`src/rtl/alu_acc.sv`:
```
// alu_acc: accumulator/sequencer that feeds an external 8-bit ALU and writes its result back into A
//   acc_clk, acc_rst            clock, synchronous active-high reset
//   acc_bus_in, acc_ld_a        operand bus, load A when idle
//   acc_start, acc_op           start one operation (B from bus), op 0 add / 1 subtract
//   alu_bus, alu_cy             ALU result and carry/borrow, valid while alu_out=1
//   alu_a, alu_b                registers A and B to the ALU
//   alu_out, alu_cut            ALU result-drive enable, subtract select
//   acc_busy, acc_done          operation in progress, one-cycle completion strobe
//   acc_cf, acc_zf              carry and zero flags of the last completed operation
module alu_acc (
  input  logic       acc_clk,
  input  logic       acc_rst,
  input  logic [7:0] acc_bus_in,
  input  logic       acc_ld_a,
  input  logic       acc_start,
  input  logic       acc_op,
  input  logic [7:0] alu_bus,
  input  logic       alu_cy,
  output logic [7:0] alu_a,
  output logic [7:0] alu_b,
  output logic       alu_out,
  output logic       alu_cut,
  output logic       acc_busy,
  output logic       acc_done,
  output logic       acc_cf,
  output logic       acc_zf
);
  localparam logic [1:0] IDLE = 2'd0;
  localparam logic [1:0] EXEC = 2'd1;
  localparam logic [1:0] WB   = 2'd2;
  logic [1:0] state;
  logic       op;
  always_comb begin
    alu_out  = state == EXEC || state == WB;
    alu_cut  = alu_out & op;
    acc_busy = alu_out;
    acc_done = state == WB;
  end
  always_ff @(posedge acc_clk) begin
    if (acc_rst) begin
      state  <= IDLE;
      alu_a  <= 8'd0;
      alu_b  <= 8'd0;
      op     <= 1'b0;
      acc_cf <= 1'b0;
      acc_zf <= 1'b0;
    end else if (state == IDLE) begin
      if (acc_start) begin
        alu_b <= acc_bus_in;
        op    <= acc_op;
        state <= EXEC;
      end else if (acc_ld_a) alu_a <= acc_bus_in;
    end else if (state == EXEC) state <= WB;
    else begin
      // the unused encoding falls back to IDLE without touching A or the flags
      if (state == WB) begin
        alu_a  <= alu_bus;
        acc_cf <= alu_cy;
        acc_zf <= ~|alu_bus;
      end
      state <= IDLE;
    end
  end
endmodule

```
`config.mk`:
```
export PLATFORM = sky130hd
export DESIGN_NAME = alu_acc
export DESIGN_NICKNAME = d
export VERILOG_FILES = /design/src/rtl/alu_acc.sv
export SDC_FILE = /design/constraint.sdc
export NUM_CORES = 1
export LEC_CHECK = 0
export BUFFER_PORTS_ARGS = -buffer_cell sky130_fd_sc_hd__buf_4
export CAP_MARGIN = 15
export CORE_MARGIN = 4
export CORE_UTILIZATION = 45
export CTS_CLUSTER_DIAMETER = 150
export CTS_CLUSTER_SIZE = 14
export DETAILED_ROUTE_END_ITERATION = 10
export GPL_TIMING_DRIVEN = 0
export PLACE_DENSITY = 0.77
export SETUP_SLACK_MARGIN = 0.05
export SYNTH_ARGS = -nofsm -noshare
export SYNTH_HDL_FRONTEND = slang
export SYNTH_SLANG_ARGS = --single-unit
```
`constraint.sdc`:
```
create_clock -name acc_clk -period 4.9 [get_ports acc_clk]
set_clock_uncertainty 0.05 [all_clocks]
set_input_delay 0 -clock acc_clk [delete_from_list [all_inputs] [get_ports acc_clk]]
set_output_delay 0 -clock acc_clk [all_outputs]
set_load 0.03 [all_outputs]
```
==> results.toml, run 1 <==
[status]
run_status = "complete, no violations"

[route]
first_pass_iters = 4
antenna_left = 0
via_count = 955
detail_route.wl_per_cell_um = 13.3
vias_per_cell = 5.00
drc = 0
wirelength_mm = 2.54
drt_iter0_markers = 13

[sta]
hold_slack_ps = 36.9
maxSlewHeadroom_pct = 67.2
slew_violations = 0
rsz0062_at_grt = "false"
hold_violations = 0
setup_violations = 0
fmax_mhz = 468
worst_slack_ps = 2760
fin_crit_ps = 2140
period_share_pct = 43.6
worstMarginPinSlew_ps = 491
finalSetupTns_ps = 0

[setup_path]
path_class = "input port to flip-flop"
arrival_ps = 2320
critPathMaxStageDelay_ps = 590
crit_fanout = 2
crit_path_start_kind = "input port"
path_cells = "dlygate4sd3_1 -> buf_4 -> nor4_1 -> dlygate4sd3_1 -> nand3_1 -> dlygate4sd3_1 -> a21oi_1"
cp_common_cell = "dlygate4sd3_1"
cp.required_ps = 5080
endpoint_kind = "flip-flop"
cpMaxStageDelayCell = "dlygate4sd3_1"

[placed_design]
pre_cts_ws_ps = 3170
port_buffers = 43
dp.cells = 173
dp_hpwl_mm = 1.85
gp_congestion = 0.777

[clock_network]
cts_tree = "built"
clock_latency_ps = 290
cts.sinks = 21
postCtsSetupBuffers = 0
hold_buffers = 14
clk_pin_slew_worst_paths_ps = 110
cts-resized-gates = 0
clockRootBuffer = "clkbuf_4"
cts_buffers = 3
htreeDepth = 1
clockBufferDepth = 2

[yosys]
yosysWarnings = 0
synth_area_leader_cell = "dfxtp_1"
syn_avg_cell_area_sq_um = 9.69
syn_area_sq_um = 998
syn_nets = 129
ys_seq_elements = 21
yosys-top-cells-area = "dfxtp_1 (42%), mux2i_1 (11%), a211oi_2 (10%)"
yosysTopAreaCellShare_pct = 42.1
synth-seq-area-share_pct = 42.1
ys_types = 19
synthCells = 103

[global_routing]
grt_pass1_vias = 969
grt_max_degree = 12
antenna_found_initial = 0
grt_pass1_wl_mm = 4.11
globalRoute.totalOverflow = 0
grt_use_total_pct = 18.7

[layout]
areaGrowthSynthToFinish_pct = 52.4
antenna_cells = 0
drive_gt1_share_pct = 37.8
layout.cells.non_filler = 191
layout_common_cells = "buf_4 (44), dfxtp_1 (21), nand2_1 (19), a21oi_1 (18), dlygate4sd3_1 (14)"
final_common_cell = "buf_4"
nets = 191

[run]
maxCapViolCount = 0

[floorplanning]
ioPinCount = 44
rows = 16
start_util_pct = 48.9
die_x_um = 55.1
die_area_sq_um = 3040
coreArea_sq_um = 2040
die_h_um = 55.1

[power]
peakVddDrop_v = 0.000268
powerDensity_nw_per_um2 = 356
p_total_uw = 542
power.leakage_nw = 0.694

[min_path]
hold_path.class = "input port to flip-flop"
per-stage QoR:
step	area (sq um)	utilization (%)
floorplan	998	-
global placement	1360	66.4
detailed placement	1360	66.4
CTS	1520	74.5
global route	1520	74.5
finish	1520	74.5
Yosys cell counts, drive strengths merged:
cell type and number:
dfxtp 21, a21oi 19, nand2 19, mux2i 11, a211oi 8, buf 4, ha 4, and2 3
clkbuf 3, nor2 3, inv 2, nand2b 2, nor4 2, mux2 1, nand3 1
worst max-delay path, delay by kind of cell:
kind / cells / cell delay [ps]
buffers and inverters: 4 / 1850
and+or+nand+nor: 2 / 330
AOI/OAI and AO/OA: 1 / 130
path summary, 6_finish.rpt:
path,from,to,slack (ps),cells past startpoint
setup / recovery,alu_bus[4],acc_zf,2760,7
hold / removal,alu_bus[0],alu_a[0],40,3
hold reg to reg,op,op,410,2
setup reg to reg,state[0],alu_a[4],3130,7
layer usage:
metal / vias up / global-route usage [%] / wire [um]
met5: - / 0 / 0
met4: 0 / 5.67 / 19
met3: 4 / 2.95 / 187
met2: 31 / 32.9 / 1230
met1: 439 / 23.2 / 1100
li1: 481 / - / -
registers in the layout, summed over array words and instances, names as in the netlist:
register and cells:
alu_a 8, alu_b 8, state 2, acc_cf 1, acc_zf 1, op 1
cell type report:
| type | instances | area [sq um] |
|---|---|---|
| plain buffers | 7 | 62.6 |
| clock buffers | 4 | 26.3 |
| fillers | 160 | 520 |
| inverters | 2 | 7.51 |
| multi-input cells | 73 | 508 |
| flip-flops and latches | 21 | 420 |
| well taps | 27 | 33.8 |
| repair buffers | 57 | 463 |
cells by family (layout without fill, tap and decap cells):
kind of cell    count (synthesis)  after routing  synth area share, %
simple gates                   30             30                 13.4
fa+ha+maj                       4              4                 5.01
buf+inv                         9             70                 7.02
compound gates                 27             27                 19.9
mux                            12             12                 12.5
flops                          21             21                 42.1
power breakdown:
part / switching, mW / internal (mW) / leakage (nW) / total (mW)
Sequential: 0.0126 / 0.193 / 0.172 / 0.206
Combinational: 0.142 / 0.112 / 0.506 / 0.254
Clock: 0.0506 / 0.0316 / 0.0150 / 0.0822
Total: 0.206 / 0.336 / 0.694 / 0.542
No activity file was read; power rests on OpenSTA's default activity.
==> run 2, diff against run 1 <==
==> constraint.sdc (replaced) <==
create_clock -name acc_clk -period 2.1 [get_ports acc_clk]
set_clock_uncertainty 0.05 [all_clocks]
set_input_delay 0 -clock acc_clk [delete_from_list [all_inputs] [get_ports acc_clk]]
set_output_delay 0 -clock acc_clk [all_outputs]
set_load 0.03 [all_outputs]
==> results.toml, run 2 (synthesis gave the netlist of run 1 again) <==
[min_path]
hold_path.class = "input port to flip-flop"

[layout]
layout_common_cells = "buf_4 (44), dfxtp_1 (21), nand2_1 (19), a21oi_1 (18), dlygate4sd3_1 (16)"
regArea_sq_um = 420
multi_input_area_sq_um = 508
top_regs = "alu_a: 8 flops, alu_b: 8 flops, state: 2 flops"
antenna_cells = 0
final_common_cell = "buf_4"
nets = 193
fin_area_sq_um = 1540
drive_gt1_share_pct = 37.3
fillCellCount = 149
areaGrowthSynthToFinish_pct = 54.4
layout.cells.non_filler = 193

[setup_path]
cp_common_cell = "buf_6"
cpMaxStageDelayCell = "dfxtp_1"
crit_buf_inv = 3
endpoint_kind = "flip-flop"
critPathMaxStageDelay_ps = 380
crit_path_start_kind = "flip-flop"
crit_fanout = 9
path_cells = "inv_1 -> ha_1 -> buf_6 -> a21oi_2 -> and2_4 -> buf_6 -> a211oi_2"
path_class = "flip-flop to flip-flop"
arrival_ps = 1920
cp.required_ps = 2240
cp_top_family = "compound AO/OA/AOI/OAI gates"

[sta]
fmax_mhz = 564
maxSlewHeadroom_pct = 67.8
hold_violations = 0
rsz0062_at_grt = "false"
worstMarginPinSlew_ps = 483
period_share_pct = 84.5
slew_violations = 0
fin_crit_ps = 1770
finalSetupTns_ps = 0
setup_violations = 0

[route]
first_pass_iters = 4
drt_iter0_markers = 17
vias_per_cell = 4.90
via_count = 945
drc = 0
antenna_left = 0
wirelength_mm = 2.65
detail_route.wl_per_cell_um = 13.7

[global_routing]
antenna_found_initial = 0
grt_pass1_vias = 974
met1_usage_pct = 24.2
top_usage_layer = "met2"
grtUsageMet2_pct = 33.1
grt_use_total_pct = 19.3
grt_max_degree = 12
globalRoute.totalOverflow = 0
met3_usage_pct = 3.22
grt_pass1_wl_mm = 4.20

[placed_design]
port_buffers = 43
dp.cells = 173
dp_hpwl_mm = 1.85
dpl-instance-area_sq_um = 1360
gp_congestion = 0.777

[power]
p_total_mw = 1.27
powerDensity_nw_per_um2 = 827
seqPwrFrac_pct = 37.7
power.leakage_nw = 0.707
intPower_uw = 788
combPwrFrac_pct = 46.9
p_switching_uw = 486
switching_share_pct = 38.1
peakVddDrop_v = 0.000638
p_clk_share_pct = 15.4

[clock_network]
clk_pin_slew_worst_paths_ps = 120
cts_tree = "built"
clock_latency_ps = 300
clockBufferDepth = 2
cts.sinks = 21
htreeDepth = 1
cts_buffers = 3
cts-resized-gates = 0
clockRootBuffer = "clkbuf_4"

[floorplanning]
ioPinCount = 44
coreArea_sq_um = 2040
die_area_sq_um = 3040
rows = 16
start_util_pct = 48.9
die_x_um = 55.1
die_h_um = 55.1

[run]
maxCapViolCount = 0

[status]
run_status = "complete, no violations"
## run 2: worst reg2reg max path: stages, from the launching register on
cell      delay, ps
dfxtp_1         380
inv_1            90
ha_1            210
buf_6           150
a21oi_2         360
and2_4          220
buf_6           140
a211oi_2         70
## run 2: per-stage QoR
| step | hold slack (ps) | util [%] | worst slack [ps] |
|---|---|---|---|
| after floorplan | 14.6 | - | 446 |
| after global placement | 130 | 66.4 | 406 |
| after detailed placement | 135 | 66.4 | 370 |
| after CTS | 28.6 | 75.5 | 351 |
| after global routing | 34.9 | 75.5 | 242 |
| final | 36.1 | 75.5 | 326 |
## run 2: path summary, 6_finish.rpt
kind	startpoint	endpoint	slack, ps	depth (start not counted)
min reg2reg	op	op	410	2
max	state[0]	alu_a[4]	330	7
min	alu_bus[0]	alu_a[0]	40	3
max reg2reg	state[0]	alu_a[4]	330	7
## run 2: area by class of cell
class,count,share of cell area (%)
repair buffers,59,31.3
multi-input cells,73,33.0
plain buffers,7,4.06
inverters,2,0.487
flip-flops and latches,21,27.3
clock buffers,4,1.70
well taps,27,2.19
## run 2: repair_timing
action,4_1_cts,5_1_grt
hold buffers,16,0
endpoints found under the hold margin,13,0
endpoints found under the setup margin,0,0
buffers inserted,0,0
## run 2: power by group through the flow
stage | sequential [mW] | combinational [mW] | clock (mW)
after global routing | 0.486 | 0.644 | 0.214
after detailed placement | 0.487 | 0.574 | 0
final | 0.480 | 0.597 | 0.197
after global placement | 0.486 | 0.567 | 0
after CTS | 0.480 | 0.596 | 0.200
after floorplan | 0.572 | 0.314 | 0
## run 2: layer usage
layer  vias to the layer above  wire length (um)  share of wire (%)
met3                         2               187                7.1
met5                         -                 0                  0
met1                       430              1140                 43
met2                        29              1300                 49
li1                        484                 -                  -
met4                         0                17               0.64
